$ cat src/rtl/dip_pkg.sv
// Shared definitions for the DIP switch controller: register offsets,
// debounce FSM encoding and the PERIOD field width.
package dip_pkg;

   localparam int PERIOD_W = 20;

   localparam logic [31:0] OFF_DATA0  = 32'h00;
   localparam logic [31:0] OFF_DATA1  = 32'h04;
   localparam logic [31:0] OFF_CTRL   = 32'h08;
   localparam logic [31:0] OFF_PERIOD = 32'h0C;
   localparam logic [31:0] OFF_STATUS = 32'h10;

   typedef enum logic {
      IDLE  = 1'b0,
      COUNT = 1'b1
   } state_t;

   // A programmed period of zero behaves like one cycle.
   function automatic logic [PERIOD_W-1:0] eff_period(input logic [PERIOD_W-1:0] p);
      return (p == '0) ? PERIOD_W'(1) : p;
   endfunction

endpackage

$ cat src/rtl/sync2.sv
// Two-flop synchronizer for asynchronous level inputs, with a
// configurable reset value.
module sync2 #(
   parameter int               WIDTH   = 64,
   parameter logic [WIDTH-1:0] RST_VAL = '1
) (
   input  logic             clk,
   input  logic             reset,
   input  logic [WIDTH-1:0] d,
   output logic [WIDTH-1:0] q
);

   logic [WIDTH-1:0] stage1_reg;
   logic [WIDTH-1:0] stage2_reg;

   always_ff @(posedge clk) begin
      if (reset) begin
         stage1_reg <= RST_VAL;
         stage2_reg <= RST_VAL;
      end else begin
         stage1_reg <= d;
         stage2_reg <= stage1_reg;
      end
   end

   assign q = stage2_reg;

endmodule

$ cat src/rtl/dip_switch_ctrl.sv
// Memory-mapped controller for eight active-low DIP switch banks: synchronizes,
// debounces with a programmable period and raises a change interrupt.
module dip_switch_ctrl
   import dip_pkg::*;
#(
   parameter logic [PERIOD_W-1:0] DEFAULT_PERIOD = 20'd100000,
   parameter logic [31:0]         BASE           = 32'h7f60
) (
   input  logic        clk,
   input  logic        reset,
   input  logic [31:0] Addr,
   input  logic        WE,
   input  logic [31:0] Din,
   input  logic [7:0]  switch0,
   input  logic [7:0]  switch1,
   input  logic [7:0]  switch2,
   input  logic [7:0]  switch3,
   input  logic [7:0]  switch4,
   input  logic [7:0]  switch5,
   input  logic [7:0]  switch6,
   input  logic [7:0]  switch7,
   output logic [31:0] Dout,
   output logic        IRQ
);

   logic [63:0] raw;
   logic [63:0] sync;

   state_t              state_reg,  state_next;
   logic [63:0]         stable_reg, stable_next;
   logic [63:0]         cand_reg,   cand_next;
   logic [PERIOD_W-1:0] cnt_reg,    cnt_next;
   logic                commit;

   logic                ie_reg;
   logic                chg_reg;
   logic [PERIOD_W-1:0] period_reg;
   logic [PERIOD_W-1:0] period_m1;

   logic sel_data0, sel_data1, sel_ctrl, sel_period, sel_status;
   logic wr_ctrl, wr_period, wr_status;
   logic unused_din;

   assign raw = {switch7, switch6, switch5, switch4, switch3, switch2, switch1, switch0};

   sync2 #(
      .WIDTH   (64),
      .RST_VAL ({64{1'b1}})
   ) u_sync (
      .clk   (clk),
      .reset (reset),
      .d     (raw),
      .q     (sync)
   );

   assign sel_data0  = (Addr == BASE + OFF_DATA0);
   assign sel_data1  = (Addr == BASE + OFF_DATA1);
   assign sel_ctrl   = (Addr == BASE + OFF_CTRL);
   assign sel_period = (Addr == BASE + OFF_PERIOD);
   assign sel_status = (Addr == BASE + OFF_STATUS);

   assign wr_ctrl   = WE & sel_ctrl;
   assign wr_period = WE & sel_period;
   assign wr_status = WE & sel_status;
   assign unused_din = ^Din[31:PERIOD_W];

   // Compare uses the live PERIOD so a mid-count write takes effect at once.
   assign period_m1 = eff_period(period_reg) - PERIOD_W'(1);

   always_comb begin
      state_next  = state_reg;
      stable_next = stable_reg;
      cand_next   = cand_reg;
      cnt_next    = cnt_reg;
      commit      = 1'b0;
      case (state_reg)
         IDLE: begin
            if (sync != stable_reg) begin
               cand_next  = sync;
               cnt_next   = '0;
               state_next = COUNT;
            end
         end
         COUNT: begin
            if (sync == stable_reg) begin
               state_next = IDLE;
            end else if (sync != cand_reg) begin
               cand_next = sync;
               cnt_next  = '0;
            end else if (cnt_reg >= period_m1) begin
               stable_next = cand_reg;
               commit      = 1'b1;
               state_next  = IDLE;
            end else if (cnt_reg != '1) begin
               cnt_next = cnt_reg + PERIOD_W'(1);
            end
         end
         default: state_next = IDLE;
      endcase
   end

   always_ff @(posedge clk) begin
      if (reset) begin
         state_reg  <= IDLE;
         stable_reg <= '1;
         cand_reg   <= '1;
         cnt_reg    <= '0;
      end else begin
         state_reg  <= state_next;
         stable_reg <= stable_next;
         cand_reg   <= cand_next;
         cnt_reg    <= cnt_next;
      end
   end

   // A commit setting CHG takes priority over a same-cycle W1C.
   always_ff @(posedge clk) begin
      if (reset) begin
         ie_reg     <= 1'b0;
         chg_reg    <= 1'b0;
         period_reg <= DEFAULT_PERIOD;
      end else begin
         if (wr_ctrl)
            ie_reg <= Din[0];
         if (wr_period)
            period_reg <= Din[PERIOD_W-1:0];
         if (commit)
            chg_reg <= 1'b1;
         else if (wr_status && Din[0])
            chg_reg <= 1'b0;
      end
   end

   always_comb begin
      Dout = '0;
      if (sel_data0)
         Dout = ~stable_reg[31:0];
      else if (sel_data1)
         Dout = ~stable_reg[63:32];
      else if (sel_ctrl)
         Dout = {31'd0, ie_reg};
      else if (sel_period)
         Dout = {{(32-PERIOD_W){1'b0}}, period_reg};
      else if (sel_status)
         Dout = {31'd0, chg_reg};
   end

   assign IRQ = chg_reg & ie_reg;

endmodule
$ cat config.mk
export PLATFORM = sky130hd
export DESIGN_NAME = dip_switch_ctrl
export DESIGN_NICKNAME = d
export VERILOG_FILES = /design/src/rtl/dip_pkg.sv /design/src/rtl/sync2.sv /design/src/rtl/dip_switch_ctrl.sv
export SDC_FILE = /design/constraint.sdc
export NUM_CORES = 1
export LEC_CHECK = 0
export BUFFER_PORTS_ARGS = -buffer_cell sky130_fd_sc_hd__buf_2
export CAP_MARGIN = 20
export CORE_UTILIZATION = 46
export CTS_CLUSTER_SIZE = 40
export DETAILED_ROUTE_END_ITERATION = 7
export PLACE_DENSITY = 0.73
export SKIP_CTS_REPAIR_TIMING = 1
export SYNTH_ARGS = -nofsm -noshare
export SYNTH_HDL_FRONTEND = slang
export SYNTH_SLANG_ARGS = --single-unit
export TNS_END_PERCENT = 5
$ cat constraint.sdc
create_clock -name clk -period 6.5 [get_ports clk]
set_clock_uncertainty 0.15 [all_clocks]
set_input_delay 1.3 -clock clk [delete_from_list [all_inputs] [get_ports clk]]
set_output_delay 1.3 -clock clk [all_outputs]
set_load 0.03 [all_outputs]
==> results of run 1 <==
-- critical path: stages (launching register included) --
cell,delay [ns]
dfxtp_1,0.36
or4_4,0.57
nor4_1,0.35
nor3b_1,0.36
nor3b_1,0.23
buf_4,0.17
a21oi_1,0.11
ha_1,0.23
nor3b_1,0.22
nand2_1,0.18
nor3_1,0.08
xnor2_1,0.13
ha_1,0.30
nand4_1,0.12
or4_1,0.61
o21ai_0,0.39
and3_4,0.39
buf_12,0.35
mux2i_1,0.26
-- area by class of cell --
type | count | area, um2 | share of cell area [%]
inverters | 19 | 71.3 | 0.477
multi-input cells | 980 | 6510 | 43.6
flip-flops and latches | 299 | 5990 | 40.0
clock buffers | 45 | 887 | 5.93
repair buffers | 166 | 900 | 6.02
clock inverters | 8 | 123 | 0.820
well taps | 378 | 473 | 3.16
-- kinds of logic after synthesis --
family | synth area share (%)
AND/OR/NAND/NOR | 20.9
buffers and inverters | 4.20
XOR/XNOR | 9.01
flip-flops | 45.9
adder cells (fa/ha/maj) | 2.11
AO/OA/AOI/OAI | 8.36
multiplexers | 9.45
-- per-stage QoR --
step           instances  total power [W]
5_1_grt             1895          0.00398
6_report            1895          0.00385
4_1_cts             1895          0.00388
3_3_place_gp        1842          0.00215
2_1_floorplan       1378          0.00207
3_5_place_dp        1842          0.00215
-- path summary, 6_finish.rpt --
check / startpoint / to / depth (start not counted)
max: period_reg[4]$_SDFFE_PP0P_ / stable_reg[4]$_SDFFE_PP1P_ / 18
min: u_sync.stage1_reg[35]$_SDFF_PP1_ / u_sync.q[35]$_SDFF_PP1_ / 1
max reg2reg: period_reg[4]$_SDFFE_PP0P_ / stable_reg[4]$_SDFFE_PP1P_ / 18
min reg2reg: u_sync.stage1_reg[35]$_SDFF_PP1_ / u_sync.q[35]$_SDFF_PP1_ / 1
-- power by group through the flow --
stage | registers, W | clock network [W] | logic (W)
after floorplan | 0.00194 | 0 | 0.000125
after global placement | 0.00196 | 0 | 0.000192
after detailed placement | 0.00196 | 0 | 0.000195
after CTS | 0.00192 | 0.00177 | 0.000196
after global routing | 0.00192 | 0.00184 | 0.000213
final | 0.00192 | 0.00174 | 0.000196
-- routing by layer --
metal	global-route usage, %	vias up
met5	0	-
met4	10.4	0
met3	3.26	73
met2	37.1	369
met1	28.4	4731
li1	-	4949
-- placed cells by master, fill, tap and decap left out, types with 7 or more instances in the layout --
cell type | synthesis | routed
dfxtp_1 | 299 | 299
nor2_1 | 157 | 157
buf_2 | 3 | 150
or2_2 | 129 | 129
mux2i_1 | 123 | 123
xnor2_1 | 112 | 112
nand2_1 | 101 | 101
a21oi_1 | 42 | 42
nand4_1 | 41 | 41
o21ai_0 | 36 | 36
clkbuf_16 | 0 | 30
o22ai_1 | 23 | 23
xor2_1 | 22 | 22
ha_1 | 22 | 22
a22o_1 | 21 | 21
nand3_1 | 20 | 20
inv_1 | 17 | 17
nor4_1 | 16 | 16
or3_1 | 13 | 13
buf_4 | 1 | 13
o22a_1 | 12 | 12
or4_1 | 9 | 9
clkbuf_8 | 0 | 8
o211ai_1 | 7 | 7
clkbuf_1 | 60 | 7
==> metrics.md, run 1 <==
| Metric | Value |
|---|---|
| Post-Route WL | 32600 um |
| Reg power frac | 49.8% |
| R2r setup slk | 0.74 ns |
| Antenna viol nets, final | 0 |
| Clock tree sinks | 299 |
| Total CTS buffers | 30 |
| M1 wire length | 13800 um |
| Synth-to-layout area growth | 14.7% |
| Slew margin rel. | 48.9% |
| Die W | 170 um |
| F_max | 174 MHz |
| Synth area leaders | dfxtp_1 46%, mux2i_1 9.4%, xnor2_1 7.5% |
| Min Tclk post-route | 5.76 ns |
| DR iter-0 viols | 741 |
| Number of global-route vias before repair | 9403 |
| RSZ-0062 raised after global routing | false |
| Hold WS | 0.256 ns |
| TritonCTS clock tree | yes |
| DR top layer | met4 |
| DR vias | 10100 |
| GPL Wtd Cong | 0.905 |
| Vias per cell | 5.34 |
| Mapped cell area | 0.0130 mm2 |
| Net Switching | 0.000855 W |
| Status | complete, no violations |
| Reg clk slew, reported paths | 0.07 ns |
| Pint | 0.00300 W |
| Post-synth top flop | dfxtp_1 |
| Nets | 1649 |
| Crit Path Max Fanout | 57 |
| Initial core utilization | 46.8% |
| Wire per inst | 17.2 um |
| IO Count | 164 |
| Core Region | 0.0279 mm2 |
| Switching part of the total | 22.2% |
| Setup_tns | 0 ns |
| Ratio of cells with drive above 1 in the final layout | 23.3% |
| P_leak | 5.59 nW |
| Initial antenna violation count | 0 |
| Design area | 0.0150 mm2 |
| Post-DP HPWL | 23200 um |
| Fillers | 2504 |
| Type of origin of the critical path | flip-flop |
| Biggest area consumer among synthesized cells | dfxtp_1 |
| Met3 WL | 2110 um |
| Post-DP Area | 0.0139 mm2 |
| Distinct cell type count after synthesis | 59 |
| Dpl ws | 0.836 ns |
| Critical Path End Type | flip-flop |
| First-pass GRT wire length | 50300 um |
| Top cells by count, synth | 299 x dfxtp_1, 157 x nor2_1, 129 x or2_2 |
| Seq/Total Area, Yosys | 45.9% |
| Clock root cell | clkbuf_16 |
| Total GRT Usage | 22.3% |
| Path category of the worst min-delay check | flip-flop to flip-flop |
| # diodes | 0 |
| Clock H-tree levels | 1 |
| Setup violators final | 0 |
| First-pass DRT Iterations | 5 |
| CP arrival | 6.09 ns |
| GR Overflow Total | 0 |
| Maximum vdd drop | 0.000290 V |
| Final worst slack | 0.741 ns |
| Finished Core Util | 53.7% |
| Share of the synthesized area in the top cell type | 45.9% |
| Die area | 0.0290 mm2 |
| Net Count, Synth | 1531 |
| Worst path required time | 6.83 ns |
| Combinational Power Share | 5.1% |
| Clock Latency Late Sink | 0.59 ns |
| Register bit total from synthesis | 299 |
| FFs w/ async S/R, synth | 0% |
| Worst Max-Slew Pin Slew | 0.766 ns |
| Synthesized instance count | 1378 |
| Final Cycle Share | 88.6% |
| Hold Fails Final Rpt | 0 |
| Clock Tree Buf Depth | 3 |
| Post-synth EDFFs | 0 |
| Number of max-cap violations | 0 |
| Post-route DRC | 0 |
| Die Y | 170 um |
| Clock network fraction of design power | 45.1% |
| P per Cell Area | 258 mW/mm2 |
| Most common cell in the netlist | dfxtp_1 |
| Max-slew violations | 0 |
| Critical setup path kind | flip-flop to flip-flop |
| Largest net degree at the start of global routing | 195 |
| Std cell rows | 61 |
| Mean area per synthesized cell | 9.46 um2 |
| Number of I/O port buffers | 151 |
| Synthesis Warnings | 0 |
| Met2 wire length | 15100 um |
(Power assumes the default switching activity.)
==> run 2: changes to the inputs <==
--- a/config.mk
+++ b/config.mk
@@ -5,12 +5,13 @@
 export SDC_FILE = /design/constraint.sdc
 export NUM_CORES = 1
 export LEC_CHECK = 0
+export ABC_AREA = 1
 export BUFFER_PORTS_ARGS = -buffer_cell sky130_fd_sc_hd__buf_2
 export CAP_MARGIN = 20
 export CORE_UTILIZATION = 46
 export CTS_CLUSTER_SIZE = 40
 export DETAILED_ROUTE_END_ITERATION = 7
-export PLACE_DENSITY = 0.73
+export PLACE_DENSITY = 0.72
 export SKIP_CTS_REPAIR_TIMING = 1
 export SYNTH_ARGS = -nofsm -noshare
 export SYNTH_HDL_FRONTEND = slang
==> metrics.md, run 2 <==
| Metric | Value |
|---|---|
| Critical Path End Type | primary output |
| Die W | 177 um |
| DR vias | 12400 |
| Finished Layout Cells | 2392 |
| Clock H-tree levels | 2 |
| FFs w/ async S/R, synth | 0% |
| Most common cell in the netlist | nand2_1 |
| Hold Fails Final Rpt | 0 |
| Critical setup path kind | input pin to primary output |
| Synth area leaders | dfxtp_1 43%, nand2_1 13%, or2_2 6.0% |
| Share of the synthesized area in the top cell type | 42.6% |
| Number of global-route vias before repair | 11600 |
| Maximum vdd drop | 0.000137 V |
| Setup_tns | 0 ns |
| Total GRT Usage | 24.8% |
| Reg clk slew, reported paths | 0.05 ns |
| Post-route DRC | 0 |
| Core Region | 0.0298 mm2 |
| Type of origin of the critical path | input pin |
| Ratio of cells with drive above 1 in the final layout | 21.2% |
| First-pass DRT Iterations | 5 |
| TritonCTS clock tree | yes |
| # diodes | 0 |
| Path category of the worst min-delay check | flip-flop to flip-flop |
| F_max | 199 MHz |
| Synthesized instance count | 1861 |
| CP arrival | 3.58 ns |
| Total power | 0.00407 W |
| Antenna viol nets, final | 0 |
| Worst Max-Slew Pin Slew | 1.02 ns |
| Nets | 2133 |
| Clock network fraction of design power | 47.0% |
| P_leak | 8.18 nW |
| Vias per cell | 5.19 |
| Max-slew violations | 0 |
| Post-Route WL | 38400 um |
| Biggest area consumer among synthesized cells | dfxtp_1 |
| Synth-to-layout area growth | 14.8% |
| Clock Latency Late Sink | 0.51 ns |
| Wire per inst | 16.0 um |
| RSZ-0062 raised after global routing | false |
| Commonest non-fill, non-tap cell in the layout | nand2_1 |
| Worst hold path cell count | 1 |
| Die Y | 177 um |
| Largest net degree at the start of global routing | 96 |
| Clock Tree Buf Depth | 3 |
| Setup violators final | 0 |
| Seq/Total Area, Yosys | 42.6% |
| Mapped cell area | 0.0140 mm2 |
| Fillers | 2779 |
| Reg2reg path depth | 25 |
| Dpl ws | 1.52 ns |
| Pint | 0.00315 W |
| Min Tclk post-route | 5.03 ns |
| Reg power frac | 47.1% |
| DR iter-0 viols | 1053 |
| Top cells by count, synth | 495 x nand2_1, 299 x dfxtp_1, 186 x inv_1 |
| Std cell rows | 63 |
| Initial antenna violation count | 0 |
| Post-DP Area | 0.0150 mm2 |
| First-pass GRT wire length | 60200 um |
| Crit Path Max Fanout | 23 |
| Clock root cell | clkbuf_16 |
| Placed Cells | 2334 |
| IO Count | 164 |
| Die area | 0.0312 mm2 |
| Status | complete, no violations |
| Clock tree sinks | 299 |
| Worst path required time | 5.05 ns |
| GR Overflow Total | 0 |
| Total CTS buffers | 34 |
| Number of I/O port buffers | 151 |
| Distinct cell type count after synthesis | 38 |
| Design area | 0.0161 mm2 |
| Register bit total from synthesis | 299 |
| Switching part of the total | 22.6% |
| Synthesis Warnings | 0 |
| Slew margin rel. | 32.0% |
| Net Count, Synth | 2014 |
| GPL Wtd Cong | 0.918 |
| Commonest non-fill, non-tap cells in the layout | 495 x nand2_1, 299 x dfxtp_1, 186 x inv_1, 177 x nor2_1, 150 x buf_2 |
| Final worst slack | 1.47 ns |
| Post-synth top flop | dfxtp_1 |
| Initial core utilization | 47.1% |
| Number of max-cap violations | 0 |
| Combinational Power Share | 5.9% |
| Net Switching | 0.000918 W |
| Post-DP HPWL | 28600 um |
| Post-synth EDFFs | 0 |
| P per Cell Area | 252 mW/mm2 |
| R2r setup slk | 1.61 ns |
| Mean area per synthesized cell | 7.54 um2 |
| Final Cycle Share | 77.4% |
[run 2: cell types whose count changed after synthesis, sizes merged, moves of 20 or more]
cell | before | now
nand2 | 102 | 497
inv | 19 | 202
mux2i | 123 | 0
o211ai | 7 | 119
xnor2 | 112 | 49
nand3 | 20 | 76
a22o | 21 | 0
nor2 | 159 | 179
[run 2: stage by stage]
stage | hold WS (ns) | utilization (%)
finish | 0.256 | 54.1
global route | 0.266 | 54.1
CTS | 0.256 | 54.1
detailed placement | 0.243 | 50.3
global placement | 0.246 | 50.3
floorplan | 0.239 | -
[run 2: layout make-up]
cell class                 instances  area, um2  share of cell area, %
timing repair buffer             161        833                   5.17
clock inverter                     8       96.3                  0.598
inverter                         203        764                   4.74
tap                              390        488                   3.03
multi-input combinational       1281       6930                   43.0
sequential                       299       5990                   37.1
clock buffer                      50       1020                   6.34
[run 2: cells by family (layout without fill, tap and decap cells)]
family / Yosys count / in the layout / synth area share [%]
buffers and inverters: 281 / 422 / 8.16
and+or+nand+nor: 960 / 960 / 30.2
AOI/OAI and AO/OA: 227 / 227 / 12.6
adders and majority gates: 22 / 22 / 1.96
DFF: 299 / 299 / 42.6
xor gates and xnor gates: 72 / 72 / 4.49
[run 2: worst paths after layout]
kind	from	to
min reg2reg	u_sync.stage1_reg[14]$_SDFF_PP1_	u_sync.q[14]$_SDFF_PP1_
max	Addr[27]	Dout[19]
min	u_sync.stage1_reg[14]$_SDFF_PP1_	u_sync.q[14]$_SDFF_PP1_
max reg2reg	period_reg[5]$_SDFFE_PP1P_	stable_reg[60]$_SDFFE_PP1P_
[run 2: routing by layer]
metal | vias up | routed length (um) | part of all wire, % | GRT usage, %
li1 | 6201 | - | - | -
met1 | 5669 | 17200 | 45 | 33.1
met2 | 469 | 17000 | 44 | 39.7
met3 | 71 | 2970 | 7.7 | 4.49
met4 | 0 | 1180 | 3.1 | 9.23
met5 | - | 0 | 0 | 0
[run 2: worst max-delay path, stage by stage]
cell,delay [ns]
buf_2,0.10
nor2_1,0.09
nand2_1,0.10
nor2_1,0.12
nand2_1,0.11
nor3_2,0.26
nand2_1,0.22
nor2_4,0.25
inv_2,0.23
nor2_1,0.17
nor2_1,0.06
a22oi_1,0.29
buf_2,0.27
[run 2: power groups by stage]
stage               Sequential (W)  Combinational (W)  Clock, W
finish                     0.00191           0.000240   0.00191
global route               0.00192           0.000270   0.00202
CTS                        0.00191           0.000239   0.00195
detailed placement         0.00195           0.000237         0
global placement           0.00195           0.000233         0
floorplan                  0.00194           0.000158         0
